**src/rtl/pali_pkg.sv**
```systemverilog
// Shared defaults and helpers for the palindrome detector.
// Every statistics counter goes through sat_inc so that none of them can wrap.
package pali_pkg;

   localparam int DEFAULT_WIDTH = 3;
   localparam int DEFAULT_CNT_W = 8;

   // Returns value+1, or value unchanged once it has reached 2^width-1.
   // The value is carried as 32 bits so one function serves any counter width.
   function automatic logic [31:0] sat_inc(input logic [31:0] value, input int unsigned width);
      logic [31:0] max_val;
      max_val = 32'hFFFF_FFFF >> (32 - width);
      return (value == max_val) ? value : value + 32'd1;
   endfunction

endpackage

```
**src/rtl/pali_mirror_cmp.sv**
```systemverilog
// Combinational mirror comparator: y is high when the word reads the same in both directions.
// When WIDTH is odd, the middle bit has no partner and is never compared.
module pali_mirror_cmp #(
   parameter int WIDTH = 3
) (
   input  logic [WIDTH-1:0] i,
   output logic             y
);

   // Equality is used so that X or Z on i propagates to y instead of reading as a match.
   always_comb begin
      y = 1'b1;
      for (int k = 0; k < WIDTH / 2; k++) begin
         y = y & (i[k] == i[WIDTH-1-k]);
      end
   end

endmodule

```
**src/rtl/pali_detect_ter.sv**
```systemverilog
// Palindrome detector with registered statistics: accepted-word and palindrome counts,
// current palindrome run length, and the most recent palindromic word.
module pali_detect_ter
   import pali_pkg::*;
#(
   parameter int WIDTH = DEFAULT_WIDTH,
   parameter int CNT_W = DEFAULT_CNT_W
) (
   input  logic             clk,
   input  logic             rst_n,
   input  logic [WIDTH-1:0] i,
   input  logic             in_valid,
   input  logic             clr,
   output logic             y,
   output logic             y_q,
   output logic             y_q_valid,
   output logic [CNT_W-1:0] pal_count,
   output logic [CNT_W-1:0] word_count,
   output logic [CNT_W-1:0] run_len,
   output logic [WIDTH-1:0] last_pal
);

   pali_mirror_cmp #(
      .WIDTH(WIDTH)
   ) u_cmp (
      .i(i),
      .y(y)
   );

   // Clear wins over a valid word; counters saturate independently of one another,
   // so a saturated word_count still lets pal_count and run_len advance.
   always_ff @(posedge clk or negedge rst_n) begin
      if (!rst_n) begin
         y_q        <= 1'b0;
         y_q_valid  <= 1'b0;
         pal_count  <= '0;
         word_count <= '0;
         run_len    <= '0;
         last_pal   <= '0;
      end else if (clr) begin
         y_q        <= 1'b0;
         y_q_valid  <= 1'b0;
         pal_count  <= '0;
         word_count <= '0;
         run_len    <= '0;
         last_pal   <= '0;
      end else if (in_valid) begin
         y_q        <= y;
         y_q_valid  <= 1'b1;
         word_count <= CNT_W'(sat_inc(32'(word_count), CNT_W));
         if (y) begin
            pal_count <= CNT_W'(sat_inc(32'(pal_count), CNT_W));
            run_len   <= CNT_W'(sat_inc(32'(run_len), CNT_W));
            last_pal  <= i;
         end else begin
            run_len <= '0;
         end
      end else begin
         y_q_valid <= 1'b0;
      end
   end

endmodule

```
**config.mk**
```make
export PLATFORM = sky130hd
export DESIGN_NAME = pali_detect_ter
export DESIGN_NICKNAME = d
export VERILOG_FILES = /design/src/rtl/pali_pkg.sv /design/src/rtl/pali_mirror_cmp.sv /design/src/rtl/pali_detect_ter.sv
export SDC_FILE = /design/constraint.sdc
export NUM_CORES = 1
export LEC_CHECK = 0
export CAP_MARGIN = 5
export CORE_MARGIN = 2
export CORE_UTILIZATION = 25
export DETAILED_ROUTE_END_ITERATION = 7
export GPL_TIMING_DRIVEN = 0
export SETUP_SLACK_MARGIN = 0.02
export SLEW_MARGIN = 10
export SYNTH_ARGS = -nofsm -noshare
export SYNTH_HDL_FRONTEND = slang
export SYNTH_SLANG_ARGS = --single-unit
```
**constraint.sdc**
```tcl
create_clock -name clk -period 1.4 [get_ports clk]
set_input_delay 0.21 -clock clk [delete_from_list [all_inputs] [get_ports clk]]
set_output_delay 0.21 -clock clk [all_outputs]
set_load 0.05 [all_outputs]
```
==> impl_metrics.tcl <==
set metrics [dict create \
    status "complete, no violations" \
    hold_viol 0 \
    avgViaCountPerCell 5.02 \
    vdd.ir_drop.worst_mv 0.411 \
    ys_async_sr_fraction 1.00 \
    netlist_area_um2 1520 \
    regArea_um2 756 \
    synth_fp_nets 169 \
    post-route-drc-count 0 \
    synthFlopType "dfrtp_1" \
    worstHoldPathCells 2 \
    r2r_slack_ps 30 \
    critPathLaunchType "register" \
    drt-total-wl_um 4130 \
    grt_pass1_wl_um 7040 \
    grt_overflow_total 0 \
    yosysTopAreaCellShare 0.477 \
    grt_max_degree 30 \
    place.gp.congestion 0.815 \
    core_area_um2 5890 \
    worstMarginPinSlew_ps 680 \
    worstPathCellList "ha_4, nand4_1, or2_4, and4_1, nor3b_2" \
    rsz0062_at_grt "yes" \
    clock_sinks 29 \
    met1_length_um 1970 \
    fin_cells 287 \
    slowest_delay_ps 380 \
    reg2reg_from "run_len[0]" \
    cts_tree "done" \
    post-route-cell-area_um2 2280 \
    p_per_area_nw_per_um2 869 \
    portBuffers 35 \
    synth_most_common_cell "dfrtp_1" \
    area_delta_synth_final_pct 49.7 \
    synth-seq-cells 29 \
    drtIter0Drc 112 \
    track_usage 0.137 \
    post-place-ws_ps -807 \
    leakage_nw 0.900 \
    wl_met3_um 230 \
    cap_viol_max_count 0 \
    grt_pass1_vias 1402 \
    fill_cells 621 \
    fin_nets 221 \
    ant_nets 0 \
    antenna_found_initial 0 \
    relSlewSlack 0.547 \
    post_dp_cell_area_um2 2070 \
    rows 28 \
    endpoint_kind "register" \
    synth_area_leaders "dfrtp_1 (48%), a21oi_1 (4.6%), nor2_1 (3.7%)" \
    cts_buffer_depth 2 \
    worst-path-max-fanout 5 \
    start_util 0.259 \
    hpwlAfterDp_um 2810 \
    ys_seq_area_frac 0.477 \
    dieHeight_um 82.0 \
    synth_cell_type_count 39 \
    dr_total_vias 1440 \
    setup_viol 0 \
    synth-edff-count 0 \
    ys_warn_count 0 \
    min_path_type "input pin to register" \
    syn_avg_cell_area_um2 9.57 \
    wl_met2_um 1880 \
    place_inst 269 \
    fp.dieW_um 82.0 \
    cts_made_buffers 5 \
    io_pins 37 \
    r2r-end "run_len[2]" \
    cp_slowest_cell "dfrtp_2" \
    finalCritPeriodShare 0.981 \
    fp.dieArea_um2 6730 \
    path_class "register to register" \
    hp-start "clr" \
    clock.fmax_mhz 728 \
    layout_setup_ws_ps 26.2 \
    final_util 0.387 \
    drive_gt1_frac 0.434 \
    synthTopCellsByCount "dfrtp_1 (29), nor2_1 (15), a21oi_1 (14), nand2_1 (13)" \
    drt-pass1-iter-count 4 \
    whs_endpoint "y_q_valid" \
    syn-instance-count 159 \
    arrival_ps 1570 \
    final_max_slew_viol_count 0 \
    avgRoutedWirePerCell_um 14.4 \
    multiInputGateArea_um2 885 \
    setup_tns_ps 0 \
    num_antenna_cells 0 \
    ctsHtreeMaxLevel 2 \
    clk_pin_slew_ps 70 \
    clk_latency_ps 280 \
    reg2reg_depth 5 \
    fin_skew_ps 5.45 \
    synth_top_cell_by_area "dfrtp_1" \
    required_ps 1600 \
    min_period_ps 1370 \
    cts-root-buf "clkbuf_8" \
    top_layer_used "met4" \
]
-- layout by cell type (no fill, tap or decap), types with 2 or more instances in the layout --
cell / Yosys / layout
clkbuf_8: 0 / 7
nand2b_1: 4 / 4
and4_1: 4 / 4
dlygate4sd2_1: 0 / 2
ha_4: 0 / 3
and3_1: 4 / 4
clkdlybuf4s15_2: 0 / 22
mux2i_1: 5 / 5
xor2_1: 5 / 5
nor3_1: 6 / 6
a211oi_1: 4 / 4
dfrtp_1: 29 / 5
nand3_1: 8 / 6
a31oi_1: 2 / 2
a21oi_1: 14 / 13
clkbuf_1: 3 / 2
o21ai_0: 8 / 6
clkbuf_2: 0 / 6
nand2_1: 13 / 11
o31ai_1: 4 / 3
and2_1: 3 / 2
buf_4: 0 / 10
dfrtp_2: 0 / 24
nor2_1: 15 / 15
buf_2: 1 / 4
nand4_1: 5 / 5
nand2_4: 1 / 2
-- per-layer routing --
metal / up-vias / track usage
met4: 0 / 0.0417
met3: 5 / 0.0451
met1: 697 / 0.191
li1: 699 / -
met2: 39 / 0.201
met5: - / 0
-- report_power, final --
part           switching (mW)  internal, mW
combinational           0.210        0.0965
clock                   0.340         0.444
sequential             0.0252         0.862
-- sequential cells by signal, indices dropped and copies added, names as in the netlist --
| register | flops |
|---|---|
| last_pal | 3 |
| pal_count | 8 |
| run_len | 8 |
| word_count | 8 |
| y_q | 1 |
| y_q_valid | 1 |
-- metrics by stage --
step	power, mW	hold slack (ps)
floorplan	1.09	-85.6
global placement	1.21	488
detailed placement	1.21	293
CTS	2.00	324
global route	2.08	359
finish	1.98	327
-- cell families after synthesis --
group,count (synthesis),share of synthesized area
multiplexers,5,0.0329
XOR/XNOR,6,0.0395
buffers and inverters,7,0.0197
AND/OR/NAND/NOR,70,0.247
AO/OA/AOI/OAI,39,0.160
flip-flops,29,0.477
adder cells (fa/ha/maj),3,0.0247
-- worst max-delay path, delay by kind of cell (launching register included) --
kind / cells / cell delay (ps)
AND/OR/NAND/NOR: 4 / 770
adder cells (fa/ha/maj): 1 / 150
flip-flops: 1 / 380
-- cell type report --
type	instances	share of cell area
Clock buffer	7	0.0423
Inverter	2	0.00440
Multi-Input combinational cell	123	0.388
Tap cell	75	0.0412
Clock inverter	1	0.00220
Buffer	5	0.0104
Sequential cell	29	0.332
Timing Repair Buffer	45	0.179
-- worst max-delay path by stage --
stage                       endpoint  startpoint
final                     run_len[2]  run_len[0]
after global routing      run_len[2]  run_len[0]
after CTS                 run_len[0]  run_len[0]
after detailed placement           y        i[2]
after global placement             y        i[2]
after floorplan           run_len[2]  run_len[1]
-- what timing repair did --
item | 4_1_cts | 5_1_grt
hold buffers | 1 | 0
endpoints found under the setup margin | 54 | 17
pin swaps | 3 | 5
endpoints found under the hold margin | 29 | 0
buffers inserted | 4 | 5
gates resized for setup | 94 | 19
No activity file was read; power rests on OpenSTA's default activity.
